<file path="src/rtl/spi_slave_bmm150_emu.sv">
// SPI mode-3 responder emulating the BMM150 register map for hardware-in-the-loop use.
// SCLK/CS_N/MOSI are oversampled in the clk domain; host logic injects measurement bytes.
module spi_slave_bmm150_emu #(
    parameter logic [7:0] CHIP_ID  = 8'h32,
    parameter logic [6:0] RO_LIMIT = 7'h4B,
    parameter int         SYNC_STG = 2
) (
    input  logic        clk,
    input  logic        rst_n,
    input  logic        sclk,
    input  logic        cs_n,
    input  logic        mosi,
    output logic        miso,
    output logic        miso_oe,
    input  logic        data_load,
    input  logic [63:0] data_in,
    output logic        wr_valid,
    output logic [6:0]  wr_addr,
    output logic [7:0]  wr_data,
    output logic        frame_act
);

    typedef enum logic [1:0] {
        ST_IDLE,
        ST_CMD,
        ST_RD,
        ST_WR
    } state_e;

    state_e state_q, state_d;

    logic [SYNC_STG-1:0] sclk_sync_q, sclk_sync_d;
    logic [SYNC_STG-1:0] cs_sync_q,   cs_sync_d;
    logic [SYNC_STG-1:0] mosi_sync_q, mosi_sync_d;
    logic                sclk_prev_q, sclk_prev_d;
    logic                cs_prev_q,   cs_prev_d;

    logic [2:0]  bit_cnt_q, bit_cnt_d;
    logic [6:0]  rx_sr_q,   rx_sr_d;
    logic [7:0]  tx_sr_q,   tx_sr_d;
    logic [6:0]  ptr_q,     ptr_d;
    logic        miso_q,    miso_d;
    logic        wr_valid_q, wr_valid_d;
    logic [6:0]  wr_addr_q, wr_addr_d;
    logic [7:0]  wr_data_q, wr_data_d;
    logic [63:0] shadow_q,  shadow_d;
    logic        pend_q,    pend_d;
    logic [7:0]  regs_q [128];
    logic [7:0]  regs_d [128];

    logic        sclk_s, cs_s, mosi_s;
    logic        sclk_rise, sclk_fall, cs_fall;
    logic [7:0]  rx_byte;
    logic [6:0]  ptr_inc;
    logic        load_en;
    logic [63:0] load_word;

    assign sclk_s    = sclk_sync_q[SYNC_STG-1];
    assign cs_s      = cs_sync_q[SYNC_STG-1];
    assign mosi_s    = mosi_sync_q[SYNC_STG-1];
    assign sclk_rise = sclk_s & ~sclk_prev_q;
    assign sclk_fall = ~sclk_s & sclk_prev_q;
    assign cs_fall   = ~cs_s & cs_prev_q;
    assign rx_byte   = {rx_sr_q, mosi_s};
    assign ptr_inc   = ptr_q + 7'd1;

    assign miso      = miso_q;
    assign miso_oe   = (state_q == ST_RD);
    assign frame_act = (state_q != ST_IDLE);
    assign wr_valid  = wr_valid_q;
    assign wr_addr   = wr_addr_q;
    assign wr_data   = wr_data_q;

    always_comb begin
        sclk_sync_d = {sclk_sync_q[SYNC_STG-2:0], sclk};
        cs_sync_d   = {cs_sync_q[SYNC_STG-2:0], cs_n};
        mosi_sync_d = {mosi_sync_q[SYNC_STG-2:0], mosi};
        sclk_prev_d = sclk_s;
        cs_prev_d   = cs_s;
    end

    // Injected data only lands while idle; mid-frame loads wait in the shadow so a
    // burst read never mixes old and new samples. The newest load always wins.
    always_comb begin
        load_en   = 1'b0;
        load_word = data_in;
        shadow_d  = shadow_q;
        pend_d    = pend_q;
        if (state_q == ST_IDLE) begin
            if (data_load) begin
                load_en = 1'b1;
                pend_d  = 1'b0;
            end else if (pend_q) begin
                load_en   = 1'b1;
                load_word = shadow_q;
                pend_d    = 1'b0;
            end
        end else if (data_load) begin
            shadow_d = data_in;
            pend_d   = 1'b1;
        end
    end

    // NOTE: every variable assigned in an always_comb gets a default at the top of the
    // block; a path that leaves one unassigned would infer a latch.
    always_comb begin
        state_d    = state_q;
        bit_cnt_d  = bit_cnt_q;
        rx_sr_d    = rx_sr_q;
        tx_sr_d    = tx_sr_q;
        ptr_d      = ptr_q;
        miso_d     = miso_q;
        wr_valid_d = 1'b0;
        wr_addr_d  = wr_addr_q;
        wr_data_d  = wr_data_q;
        regs_d     = regs_q;

        if (load_en) begin
            regs_d[7'h42] = load_word[63:56];
            regs_d[7'h43] = load_word[55:48];
            regs_d[7'h44] = load_word[47:40];
            regs_d[7'h45] = load_word[39:32];
            regs_d[7'h46] = load_word[31:24];
            regs_d[7'h47] = load_word[23:16];
            regs_d[7'h48] = load_word[15:8];
            regs_d[7'h49] = load_word[7:0];
        end

        if (cs_s) begin
            // Deselect aborts whatever is in flight; a partial byte has no effect.
            state_d   = ST_IDLE;
            bit_cnt_d = 3'd0;
            miso_d    = 1'b1;
        end else begin
            unique case (state_q)
                ST_IDLE: begin
                    if (cs_fall) begin
                        state_d   = ST_CMD;
                        bit_cnt_d = 3'd0;
                    end
                end
                ST_CMD: begin
                    if (sclk_rise) begin
                        rx_sr_d   = rx_byte[6:0];
                        bit_cnt_d = bit_cnt_q + 3'd1;
                        if (bit_cnt_q == 3'd7) begin
                            ptr_d = rx_byte[6:0];
                            if (rx_byte[7]) begin
                                tx_sr_d = regs_q[rx_byte[6:0]];
                                state_d = ST_RD;
                            end else begin
                                state_d = ST_WR;
                            end
                        end
                    end
                end
                ST_RD: begin
                    if (sclk_fall) begin
                        miso_d    = tx_sr_q[7];
                        bit_cnt_d = bit_cnt_q + 3'd1;
                        if (bit_cnt_q == 3'd7) begin
                            ptr_d   = ptr_inc;
                            tx_sr_d = regs_q[ptr_inc];
                        end else begin
                            tx_sr_d = {tx_sr_q[6:0], 1'b0};
                        end
                    end
                end
                ST_WR: begin
                    if (sclk_rise) begin
                        rx_sr_d   = rx_byte[6:0];
                        bit_cnt_d = bit_cnt_q + 3'd1;
                        if (bit_cnt_q == 3'd7) begin
                            // Applied after the data_load merge so an SPI write wins.
                            if (ptr_q >= RO_LIMIT) begin
                                regs_d[ptr_q] = rx_byte;
                                wr_valid_d    = 1'b1;
                                wr_addr_d     = ptr_q;
                                wr_data_d     = rx_byte;
                            end
                            ptr_d = ptr_inc;
                        end
                    end
                end
                default: state_d = ST_IDLE;
            endcase
        end
    end

    // NOTE: sequential state uses non-blocking assignments only, so every flop samples
    // the pre-edge value of every other flop regardless of statement order.
    always_ff @(posedge clk or negedge rst_n) begin
        if (!rst_n) begin
            state_q     <= ST_IDLE;
            sclk_sync_q <= '1;
            cs_sync_q   <= '1;
            mosi_sync_q <= '0;
            sclk_prev_q <= 1'b1;
            cs_prev_q   <= 1'b1;
            bit_cnt_q   <= 3'd0;
            rx_sr_q     <= 7'd0;
            tx_sr_q     <= 8'd0;
            ptr_q       <= 7'd0;
            miso_q      <= 1'b1;
            wr_valid_q  <= 1'b0;
            wr_addr_q   <= 7'd0;
            wr_data_q   <= 8'd0;
            shadow_q    <= 64'd0;
            pend_q      <= 1'b0;
            // NOTE: the register file must come up with defined contents (CHIP_ID in
            // 0x40), so it is built from resettable flops rather than inferred RAM.
            regs_q        <= '{default: 8'h00};
            regs_q[7'h40] <= CHIP_ID;
        end else begin
            state_q     <= state_d;
            sclk_sync_q <= sclk_sync_d;
            cs_sync_q   <= cs_sync_d;
            mosi_sync_q <= mosi_sync_d;
            sclk_prev_q <= sclk_prev_d;
            cs_prev_q   <= cs_prev_d;
            bit_cnt_q   <= bit_cnt_d;
            rx_sr_q     <= rx_sr_d;
            tx_sr_q     <= tx_sr_d;
            ptr_q       <= ptr_d;
            miso_q      <= miso_d;
            wr_valid_q  <= wr_valid_d;
            wr_addr_q   <= wr_addr_d;
            wr_data_q   <= wr_data_d;
            shadow_q    <= shadow_d;
            pend_q      <= pend_d;
            regs_q      <= regs_d;
        end
    end

endmodule

</file>
<file path="config.mk">
export PLATFORM = sky130hd
export DESIGN_NAME = spi_slave_bmm150_emu
export DESIGN_NICKNAME = d
export VERILOG_FILES = /design/src/rtl/spi_slave_bmm150_emu.sv
export SDC_FILE = /design/constraint.sdc
export NUM_CORES = 2
export LEC_CHECK = 0
export CAP_MARGIN = 20
export CELL_PAD_IN_SITES_DETAIL_PLACEMENT = 2
export CELL_PAD_IN_SITES_GLOBAL_PLACEMENT = 2
export CORE_UTILIZATION = 40
export DETAILED_ROUTE_END_ITERATION = 8
export GPL_ROUTABILITY_DRIVEN = 0
export PLACE_DENSITY_LB_ADDON = 0.1
export SETUP_SLACK_MARGIN = 0.05
export SYNTH_ARGS = -nofsm -noshare
export SYNTH_HDL_FRONTEND = slang
export SYNTH_SLANG_ARGS = --single-unit
</file>
<file path="constraint.sdc">
create_clock -name clk -period 3.57 [get_ports clk]
set_input_delay 0.714 -clock clk [delete_from_list [all_inputs] [get_ports clk]]
set_output_delay 0.714 -clock clk [all_outputs]
set_load 0.01 [all_outputs]
</file>
# Word-level counts from Yosys, hierarchy flattened

Index checks and enable logic that the tools add are counted.

Input port bits: 70
Output and inout bits: 19
Bits in registers: 1,141
Word-level logic and storage cells: 247

Mux-type cells: 54
Reductions and logical operators: 18
$add $sub $neg: 2
$lt $le $gt $ge: 5
Equal/unequal tests: 14
Bitwise operators: 10

Operator list:

| operator              | number |
|---|---|
| $mux W496             | 5 |
| $bwmux W1024          | 1 |
| $mux W64              | 4 |
| $bmux W8 S7           | 2 |
| $mux W8               | 10 |
| $demux W8 S7          | 1 |
| $mux W7               | 5 |
| $ge A8 B8 Y1 const B  | 3 |
| $not A7 Y8            | 3 |
| $pmux W7 S3           | 1 |
| $pmux W8 S2           | 1 |
| $mux W1               | 14 |
| $mux W3               | 4 |
| $reduce_and A6 Y1     | 2 |
| $reduce_bool A2 Y1    | 5 |
| $ne A3 B3 Y1 const B  | 3 |
| $pmux W3 S3           | 1 |
| $lt A8 B1 Y1 const B  | 1 |
| $mux W2               | 4 |
| $ne A2 B2 Y1 const B  | 4 |
| $add A7 B1 Y7 const B | 1 |
| $ge A7 B7 Y1 const B  | 1 |
| $ne A3 B1 Y1 const B  | 2 |
| $reduce_and A3 Y1     | 2 |
| other kinds (15)      | 23 |

# Depth between registers and ports, before layout

Depth in word-level cells: 11
Depth in mapped cells: 13
Gate-level depth less buffers: 9

# Worst setup path after synthesis

OpenSTA, ideal clock, no wires.

Path kind: flip-flop to flip-flop
Start: reg ptr_q[0]
End: reg tx_sr_q[0]
Stages on the path, launching flop included: 10
Library setup time: 0.126 ns
Data arrival time: 2.657 ns
Setup slack: 0.787 ns
Data required time: 3.444 ns
Path through: dfrtp_1 > ha_1 > buf_4 > buf_2 > clkbuf_1 > mux4_2 > mux4_2 > a22oi_1 > nand4_1 > a221o_1

Longest elaborated chain between the ends: 8

Ends and longest elaborated chain:

| what                                       | RTL line | text |
|---|---|---|
| start: declaration                         | 41       | `logic [6:0] ptr_q, ptr_d;` |
| start signal: assignment                   | 224      | `ptr_q <= ptr_d;` |
| $add A7 B1 Y7                              | 65       | `assign ptr_inc = ptr_q + 7'd1;` |
| $not A7 Y8 (not written as such)           | 163      | `tx_sr_d = regs_q[ptr_inc];` |
| $bmux W8 S7                                | 163      |  |
| $mux W8 (not written as such) (2 in a row) | 163      |  |
| $mux W8                                    | 161      | `if (bit_cnt_q == 3'd7) begin` |
| $mux W8                                    | 158      | `if (sclk_fall) begin` |
| $pmux W8 S2                                | 135      | `unique case (state_q)` |
| end signal: assignment                     | 223      | `tx_sr_q <= tx_sr_d;` |
| end: declaration                           | 40       | `logic [7:0] tx_sr_q, tx_sr_d;` |

No other way between the ends. The select of a mux whose other input is x is not followed.
A chain may end at the register's enable or synchronous reset.

# Worst setup path after layout

Start: reg ptr_q[0]
End: reg tx_sr_q[2]

The elaborated chain is that of the path after synthesis.

==> results.toml <==
[status]
status = "finished clean"

[die]
coreArea_sq_um = 139000
rows = 137
die_area_sq_um = 142000
die_h_microns = 376
die_x_microns = 376
initial_core_util = 0.402
io_pins = 89

[detailed_routing]
drtIter0Drc = 2381
ant_nets = 0
viasPerCell = 5.95
wl_met1_microns = 82100
avgRoutedWirePerCell_microns = 32.3
met2_length_microns = 93500
drt_pass1_iterations = 5
routed_wl_microns = 190000
dr.max_layer_used = "met5"
wl_met3_microns = 7600
vias = 35000
drc_errors = 0

[global_route]
grt_max_degree = 95
grt_pass1_vias = 39700
track_usage = 0.275
grt-ovfl-total = 0
grt_pass1_wl_microns = 285000
antenna_found_initial = 5

[yosys]
async_reset_ff_frac = 1.00
synth.most_common_cell = "dfrtp_1"
ys_seq_area_frac = 0.509
yosys-top-cells-area = "dfrtp_1 (50%), mux4_2 (21%), mux2_2 (9.0%)"
netlist_area_sq_um = 56100
synth_top_area_share = 0.505
avgSynthCellArea_sq_um = 13.4
synth.distinct_cells = 74
synth_commonest_cells = "dfrtp_1 (1131), clkbuf_1 (677), mux4_2 (522)"
synth_nets = 4248
ys_ff_latch = 1141
synth_edf_count = 0
ys.flop_type = "dfrtp_1"
yosysTopAreaCell = "dfrtp_1"
synthCells = 4170
yosysWarnings = 0

[critical_path]
timing.rr.end = "tx_sr_q[2]"
rr_startpoint = "ptr_q[0]"
rrSetupSlack_ns = 0.08
rr_worst_depth = 9
crit_arrival_ns = 4.13
required_ns = 4.21
cp_max_fo = 30
endpoint_kind = "flip-flop"
start_kind = "flip-flop"
crit_type = "flip-flop to flip-flop"

[clock_network]
clk_latency_ns = 0.80
clock-sinks = 1141
path_clk_slew_ns = 0.06
numCtsBuffers = 137
root_buffer = "clkbuf_16"
postCtsSetupBuffers = 0
cts_tree = "yes"
clock_path_buffers = 3
cts_htree_levels = 4

[placement]
io_buffers = 88
placed_area_sq_um = 59300
preCtsSetupSlack_ns = -0.0172
detailed_place_hpwl_microns = 134000

[timing]
final_hold_viol_count = 0
slew_headroom = 0.210
clock.fmax_mhz = 287
rsz0062_at_grt = "no"
setup-tns-final_ns = 0
finClkSkew_ns = 0.0334
worst_pin_slew_ns = 1.17
timing.final.max_slew_violations = 0
fin_crit_ns = 3.49
timing.final.crit_share = 0.977
setup_viol = 0
setup_ws_ns = 0.0812

[hold_path]
hold_end = "cs_sync_q[1]"
worstHoldStart = "cs_sync_q[0]"
whs_path_depth = 0
hold_class = "flip-flop to flip-flop"

[power]
pwr_density_cell_nw_per_um2 = 662
power.leakage_nw = 28.5
max-vdd-ir-drop_v = 0.000489

[cells_and_area]
drive_above_1_share = 0.394
area_growth_pct = 14.1
design_area_sq_um = 64000
nets = 3979

[job]
max_cap_violations = 0
==> cell type report <==
| type | count | area, sq um |
|---|---|---|
| Antenna cell | 3 | 7.51 |
| Clock buffer | 192 | 3890 |
| Clock inverter | 54 | 718 |
| Fill cell | 13000 | 75400 |
| Inverter | 10 | 37.5 |
| Multi-Input combinational cell | 2196 | 24200 |
| Sequential cell | 1141 | 28600 |
| Tap cell | 1876 | 2350 |
| Timing Repair Buffer | 415 | 4240 |
==> power breakdown <==
part / internal (mW) / switching, mW / leakage, nW
combinational: 5.54 / 8.21 / 10.6
clock: 8.52 / 5.86 / 2.25
sequential: 13.6 / 0.648 / 15.6
total: 27.6 / 14.7 / 28.5
==> cells in the final DEF, fill, tap and decap left out, types with 7 or more instances in the layout <==
cell / count
mux4_2: 522
a22oi_1: 36
buf_12: 72
mux2i_1: 149
and3_1: 13
dfstp_2: 10
dfrtp_1: 1122
clkbuf_16: 138
nand2_1: 368
nand4_1: 18
a31oi_1: 8
o21ai_0: 180
clkdlybuf4s50_1: 87
bufinv_16: 12
buf_4: 254
a211oi_1: 17
clkinvlp_4: 7
nand2_2: 9
o221ai_1: 24
and2_1: 11
mux2_2: 449
nor3_1: 16
clkbuf_1: 31
o22ai_1: 22
nor2_1: 71
a2111oi_0: 14
nand2b_1: 7
a311oi_1: 9
clkinv_2: 20
clkbuf_8: 23
inv_1: 8
or2_2: 7
nor2b_1: 13
a21oi_1: 61
nand3_1: 63
nor4_1: 12
==> routing by layer <==
layer  vias to the layer above  global-route usage
met3                       292              0.0370
met4                         4               0.102
met5                         -                   0
met1                     19300               0.374
met2                       941               0.451
li1                      14500                   -
==> critical path, cell delays in order (launching register included) <==
cell	delay (ns)
dfrtp_4	0.55
ha_4	0.41
buf_12	0.26
buf_4	0.25
mux4_2	0.38
mux4_2	0.53
nand3_1	0.17
nand3_1	0.16
nor3_1	0.41
o311ai_1	0.16
==> flip-flops by register name, summed over array words and instances, names as in the netlist, 2 cells and up <==
signal,count
tx_sr_q,8
mosi_sync_q,2
bit_cnt_q,3
wr_data,8
cs_sync_q,2
ptr_q,7
wr_addr,7
sclk_sync_q,2
state_q,2
shadow_q,64
regs_q,1024
rx_sr_q,7
==> per-stage QoR <==
| stage | util | power [mW] | hold WS, ns | cells |
|---|---|---|---|---|
| after floorplan | - | 22.0 | 0.331 | 4170 |
| after global placement | 0.426 | 28.0 | 0.353 | 5636 |
| after detailed placement | 0.426 | 28.3 | 0.350 | 5636 |
| after CTS | 0.459 | 42.9 | 0.00820 | 5882 |
| after global routing | 0.459 | 43.9 | 0.326 | 5884 |
| final | 0.459 | 42.4 | 0.357 | 5887 |
==> worst max-delay path by stage <==
| stage | from | endpoint | slack (ns) |
|---|---|---|---|
| 2_1_floorplan | ptr_q[0] | tx_sr_q[0] | 0.79 |
| 3_3_place_gp | rx_sr_q[0] | tx_sr_q[3] | 0.01 |
| 3_5_place_dp | rx_sr_q[0] | tx_sr_q[3] | -0.02 |
| 4_1_cts | ptr_q[0] | tx_sr_q[2] | 0.11 |
| 5_1_grt | rx_sr_q[0] | tx_sr_q[3] | 0.09 |
| 6_report | ptr_q[0] | tx_sr_q[2] | 0.08 |
==> repair_timing <==
item                                   4_1_cts  5_1_grt
hold buffers                                 0        1
endpoints found under the hold margin        0        2
pin swaps                                    0        0
setup endpoints to repair                    2        1
resized for setup                            2        2
==> cell families after synthesis <==
kind of cell,after synthesis,share of synthesized area
XOR/XNOR,8,0.00138
buffers and inverters,833,0.0622
AND/OR/NAND/NOR,640,0.0522
AO/OA/AOI/OAI,418,0.0464
flip-flops,1141,0.509
adder cells (fa/ha/maj),8,0.00178
multiplexers,1122,0.327
No activity file was read; power rests on OpenSTA's default activity.
